**src/rtl/io_sched.sv**
```systemverilog
// io_sched: round-robin scheduler of two I/O requesters onto one PDS bus-master request,
// with a bus-cycle watchdog. Define IO_POSTWR_EN to post port-A writes (AACK issued with LATCH).
`timescale 1ns/1ps
module io_sched #(
    parameter logic [7:0] TO_CYC = 8'd200
) (
    input  logic c16m,
    input  logic nres,
    input  logic srst,
    input  logic areq,
    input  logic awe,
    input  logic alds,
    input  logic auds,
    input  logic breq,
    input  logic bwe,
    input  logic blds,
    input  logic buds,
    output logic aack,
    output logic aerr,
    output logic back,
    output logic berr,
    output logic iosel,
    output logic latch,
    output logic ioreq,
    output logic iolds,
    output logic iouds,
    output logic iowe,
    input  logic ioact,
    input  logic ioberr
);
    typedef enum logic [1:0] {
        S_IDLE  = 2'd0,
        S_GRANT = 2'd1,
        S_REQ   = 2'd2,
        S_DRAIN = 2'd3
    } state_t;

    state_t     state_r;
    logic       prio_r;
    logic       seen_r;
    logic       post_r;
    logic [7:0] cnt_r;
    logic       iosel_r, latch_r, ioreq_r, iolds_r, iouds_r, iowe_r;
    logic       aack_r, aerr_r, back_r, berr_r;

    logic       win_s, win_we_s, win_lds_s, win_uds_s, post_s;

    // Winner selection: prio_r names the port that wins a tie (0 = A)
    always_comb begin
        win_s     = 1'b0;
        win_we_s  = 1'b0;
        win_lds_s = 1'b0;
        win_uds_s = 1'b0;
        post_s    = 1'b0;
        if (areq && (!breq || !prio_r)) begin
            win_s = 1'b0;
        end else begin
            win_s = 1'b1;
        end
        if (win_s) begin
            win_we_s  = bwe;
            win_lds_s = blds;
            win_uds_s = buds;
        end else begin
            win_we_s  = awe;
            win_lds_s = alds;
            win_uds_s = auds;
        end
`ifdef IO_POSTWR_EN
        post_s = ~win_s & awe;
`else
        post_s = 1'b0;
`endif
    end

    // Scheduler FSM; all bus-side and requester-side outputs are registered here
    always_ff @(posedge c16m or negedge nres) begin
        if (!nres) begin
            state_r <= S_IDLE;
            prio_r  <= 1'b0;
            seen_r  <= 1'b0;
            post_r  <= 1'b0;
            cnt_r   <= 8'd0;
            iosel_r <= 1'b0;
            latch_r <= 1'b0;
            ioreq_r <= 1'b0;
            iolds_r <= 1'b0;
            iouds_r <= 1'b0;
            iowe_r  <= 1'b0;
            aack_r  <= 1'b0;
            aerr_r  <= 1'b0;
            back_r  <= 1'b0;
            berr_r  <= 1'b0;
        end else if (srst) begin
            state_r <= S_IDLE;
            prio_r  <= 1'b0;
            seen_r  <= 1'b0;
            post_r  <= 1'b0;
            cnt_r   <= 8'd0;
            iosel_r <= 1'b0;
            latch_r <= 1'b0;
            ioreq_r <= 1'b0;
            iolds_r <= 1'b0;
            iouds_r <= 1'b0;
            iowe_r  <= 1'b0;
            aack_r  <= 1'b0;
            aerr_r  <= 1'b0;
            back_r  <= 1'b0;
            berr_r  <= 1'b0;
        end else begin
            latch_r <= 1'b0;
            aack_r  <= 1'b0;
            aerr_r  <= 1'b0;
            back_r  <= 1'b0;
            berr_r  <= 1'b0;
            case (state_r)
                S_IDLE: begin
                    if (areq || breq) begin
                        iosel_r <= win_s;
                        iowe_r  <= win_we_s;
                        iolds_r <= win_lds_s;
                        iouds_r <= win_uds_s;
                        prio_r  <= ~win_s;
                        latch_r <= 1'b1;
                        aack_r  <= post_s;
                        post_r  <= post_s;
                        state_r <= S_GRANT;
                    end
                end
                S_GRANT: begin
                    ioreq_r <= 1'b1;
                    seen_r  <= 1'b0;
                    cnt_r   <= 8'd0;
                    state_r <= S_REQ;
                end
                S_REQ: begin
                    if (!ioact && seen_r) begin
                        ioreq_r <= 1'b0;
                        state_r <= S_IDLE;
                        // a posted write only reports a failed completion
                        if (ioberr) begin
                            aerr_r <= ~iosel_r;
                            berr_r <= iosel_r;
                        end else if (!post_r) begin
                            aack_r <= ~iosel_r;
                            back_r <= iosel_r;
                        end
                    end else if (cnt_r == TO_CYC - 8'd1) begin
                        ioreq_r <= 1'b0;
                        aerr_r  <= ~iosel_r;
                        berr_r  <= iosel_r;
                        state_r <= S_DRAIN;
                    end else begin
                        cnt_r <= cnt_r + 8'd1;
                        if (ioact) begin
                            seen_r <= 1'b1;
                        end
                    end
                end
                S_DRAIN: begin
                    if (!ioact) begin
                        state_r <= S_IDLE;
                    end
                end
                default: state_r <= S_IDLE;
            endcase
        end
    end

    assign aack  = aack_r;
    assign aerr  = aerr_r;
    assign back  = back_r;
    assign berr  = berr_r;
    assign iosel = iosel_r;
    assign latch = latch_r;
    assign ioreq = ioreq_r;
    assign iolds = iolds_r;
    assign iouds = iouds_r;
    assign iowe  = iowe_r;

endmodule

```
**config.mk**
```make
export PLATFORM = sky130hd
export DESIGN_NAME = io_sched
export DESIGN_NICKNAME = d
export VERILOG_FILES = /design/src/rtl/io_sched.sv
export SDC_FILE = /design/constraint.sdc
export NUM_CORES = 1
export LEC_CHECK = 0
export ABC_CLOCK_PERIOD_IN_PS = 1600
export BUFFER_PORTS_ARGS = -buffer_cell sky130_fd_sc_hd__buf_2
export CORE_MARGIN = 3
export CORE_UTILIZATION = 40
export DETAILED_ROUTE_END_ITERATION = 6
export GPL_ROUTABILITY_DRIVEN = 0
export PLACE_DENSITY_LB_ADDON = 0.12
export SYNTH_ARGS = -nofsm -noshare
export SYNTH_HDL_FRONTEND = slang
export SYNTH_SLANG_ARGS = --single-unit
```
**constraint.sdc**
```tcl
create_clock -name c16m -period 1.6 [get_ports c16m]
set_input_delay 0.48 -clock c16m [delete_from_list [all_inputs] [get_ports c16m]]
set_output_delay 0.48 -clock c16m [all_outputs]
set_load 0.05 [all_outputs]
```
==> run summary <==
Grt met1 use: 20.1%
# Post-CTS Setup Buffers: 0
Pleak: 0.000640 uW
DR DRC count: 0
Worst slew pin tran: 0.485 ns
GR met2 Demand/Resource: 25.4%
Num rows: 18
Total grt overflow: 0
Cells after synthesis: 108
DIE AREA: 3480 um^2
Crit path from: cnt_r[0]$_DFFE_PN0P_
Post-synth top flop: dfrtp_1
Synth warn: 0
Gate power share: 27.9%
Worst Hold Class: primary input to async pin
# H-tree levels: 1
RSZ-0062 raised after global routing: true
CP bufs+invs: 0
Die H: 59 um
Busiest grt layer: met2
Post-synthesis async set-or-reset flop share: 100%
Crit Path Max Fanout: 2
Met3 Use GR: 4.58%
Top delay family on crit path: simple AND/OR/NAND/NOR gates
Worst endpoint required time: 1.81 ns
Vias in the first global route: 928
Maxcap violations: 0
Pint: 867 uW
IO Count: 23
Slowest cell delay on critical path: 0.46 ns
Period minus WS final: 1.54 ns
Crit end category: register
Vias per cell: 5.45
Finish-stage setup viols: 0
Clock Skew: 0.00274 ns
Syn avg cell area: 10.4 um^2
Initial core utilization: 43.8%
CTS clk-pin slew, worst paths: 0.12 ns
Routed WL per cell: 13.9 um
Final period util: 96.5%
Worst EP arrival: 1.75 ns
IR drop worst, VDD: 0.753 mV
Final Hold Vio Count: 0
Worst Path Class, Setup: register to register
FMAX: 647 MHz
FF-to-FF Start: cnt_r[0]$_DFFE_PN0P_
ANT nets after route: 0
Register share of total power: 48.9%
Post-CTS Hold Buffers: 0
Area Overhead vs Synth: 20.0%
Clock Power Share: 23.3%
Via count: 927
Startpoint Class: register
Initial antenna violation count: 0
Power per cell area: 973 nW/um^2
DIE WIDTH: 59 um
Post-synthesis register bit count: 22
Mapped Area: 1120 um^2
DPL Wire Length: 1.86 mm
Post-synth EDFFs: 0
Mapped Nets: 122
Slew headroom: 67.7%
Sequential fraction of the synthesis area: 49.0%
Root Buffer: clkbuf_4
Synth unique cells: 35
Share of cells above drive strength 1: 32.1%
NetSw: 446 uW
Routed WL: 2.36 mm
Status: complete, no violations
Port Buffers: 22
Filler cells: 248
Clock Latency Late Sink: 0.31 ns
TritonCTS Buffers: 3
Global Route Usage Sum: 15.5%
Largest net degree at the start of global routing: 23
Final nets: 155
First-pass DRT Iterations: 4
Worst-path cell chain: ha_1, nand4_2, or4_1, a32oi_1, nor2_1
CP max stage cell: or4_1
First-pass GRT wire length: 4.14 mm
Placed insts: 166
Antenna diodes: 0
Final Non-Filler Cells: 170
Clock sinks: 22
Slew Viols, Final: 0
Core Box Area: 2570 um^2
Drt initial violations: 38
CTS max path bufs: 2
Switching power share of the total: 34.0%
Hold WS: 0.110 ns
Fin util: 52.5%
CTS tree: done
Post-CTS sizing: 0
## worst register-to-register path, delay by kind of cell, from the launching register on
family | cells | cell delay [ns]
and+or+nand+nor | 3 | 0.67
DFF | 1 | 0.37
AOI/OAI and AO/OA | 1 | 0.22
adders and majority gates | 1 | 0.19
## registers in the layout, summed over array words and instances (netlist names)
signal and count:
cnt_r 8, state_r 2, aack 1, aerr 1, back 1, berr 1, iolds 1, ioreq 1
iosel 1, iouds 1, iowe 1, latch 1, prio_r 1, seen_r 1
## logic make-up (layout without fill, tap and decap cells)
group,after synthesis,after routing,share of synthesized area (%)
AO/OA/AOI/OAI,18,18,10.6
multiplexers,2,2,1.78
AND/OR/NAND/NOR,55,55,31.1
adder cells (fa/ha/maj),1,1,1.11
XOR/XNOR,4,4,3.12
flip-flops,22,22,49.0
buffers and inverters,6,38,3.34
## metal layers
| metal | vias to the layer above | share of wire (%) |
|---|---|---|
| met5 | - | 0 |
| met4 | 0 | 1.1 |
| met1 | 448 | 47 |
| met2 | 19 | 48 |
| met3 | 4 | 4.3 |
| li1 | 456 | - |
## final cells by class
cell class                      instances  area [um^2]  area share (%)
Inverter                                3         11.3           0.835
Timing Repair Buffer                   31          178            13.2
Clock buffer                            4         36.3            2.69
Sequential cell                        22          551            40.8
Tap cell                               30         37.5            2.78
Multi-Input combinational cell         80          536            39.7
## layout by cell type (no fill, tap or decap), types with 2 or more instances in the layout
cell	netlist	final
and3_1	2	2
nand3_1	3	3
nand2b_1	5	5
clkbuf_4	0	3
mux2i_1	2	2
nor4_2	3	3
a22oi_1	3	3
nand4_1	2	2
nor2_1	10	10
dfrtp_1	22	22
buf_2	0	22
o221ai_1	2	2
nor4_4	2	2
buf_4	0	9
nand2_1	12	12
a21o_1	2	2
a21oi_1	6	6
inv_1	3	3
xnor2_1	4	4
nor3_1	5	5
or4_1	2	2
## power groups by stage
| stage | logic (uW) | registers [uW] | clock network [uW] |
|---|---|---|---|
| 2_1_floorplan | 173 | 736 | 0 |
| 3_3_place_gp | 361 | 651 | 0 |
| 3_5_place_dp | 368 | 652 | 0 |
| 4_1_cts | 368 | 642 | 317 |
| 5_1_grt | 401 | 654 | 337 |
| 6_report | 365 | 642 | 305 |
## worst paths after layout
check	cells past startpoint	slack (ns)	endpoint
worst min register to register	2	0.47	iolds$_DFFE_PN0P_
max in group asynchronous	1	1.16	seen_r$_DFFE_PN0P_
min in group c16m	2	0.36	aack$_DFF_PN0_
worst min-delay path	1	0.11	aack$_DFF_PN0_
worst max-delay path	5	0.06	seen_r$_DFFE_PN0P_
worst max register to register	5	0.06	seen_r$_DFFE_PN0P_
## through the flow
stage                     power [uW]  setup slack, ns  setup TNS (ns)  cell area (um^2)
after global placement          1010            0.133               0              1310
after CTS                       1330           0.0420               0              1350
final                           1310           0.0553               0              1350
after floorplan                  909           0.0595               0              1120
after detailed placement        1020           0.0682               0              1310
after global routing            1390          -0.0281          -0.133              1350
## cells in the mapped netlist (2+ instances only)
library cell / count / area share [%]
dfrtp_1: 22 / 49
nand2_1: 12 / 4.0
nor2_1: 10 / 3.3
a21oi_1: 6 / 2.7
nand2b_1: 5 / 2.8
nor3_1: 5 / 2.2
xnor2_1: 4 / 3.1
a22oi_1: 3 / 2.0
inv_1: 3 / 1.0
nand3_1: 3 / 1.3
nor4_2: 3 / 3.3
a21o_1: 2 / 1.3
and3_1: 2 / 1.1
buf_6: 2 / 2.0
mux2i_1: 2 / 1.8
nand4_1: 2 / 1.1
nor4_4: 2 / 3.8
o221ai_1: 2 / 1.6
or4_1: 2 / 1.3
Power figures use the tool's default switching activity.
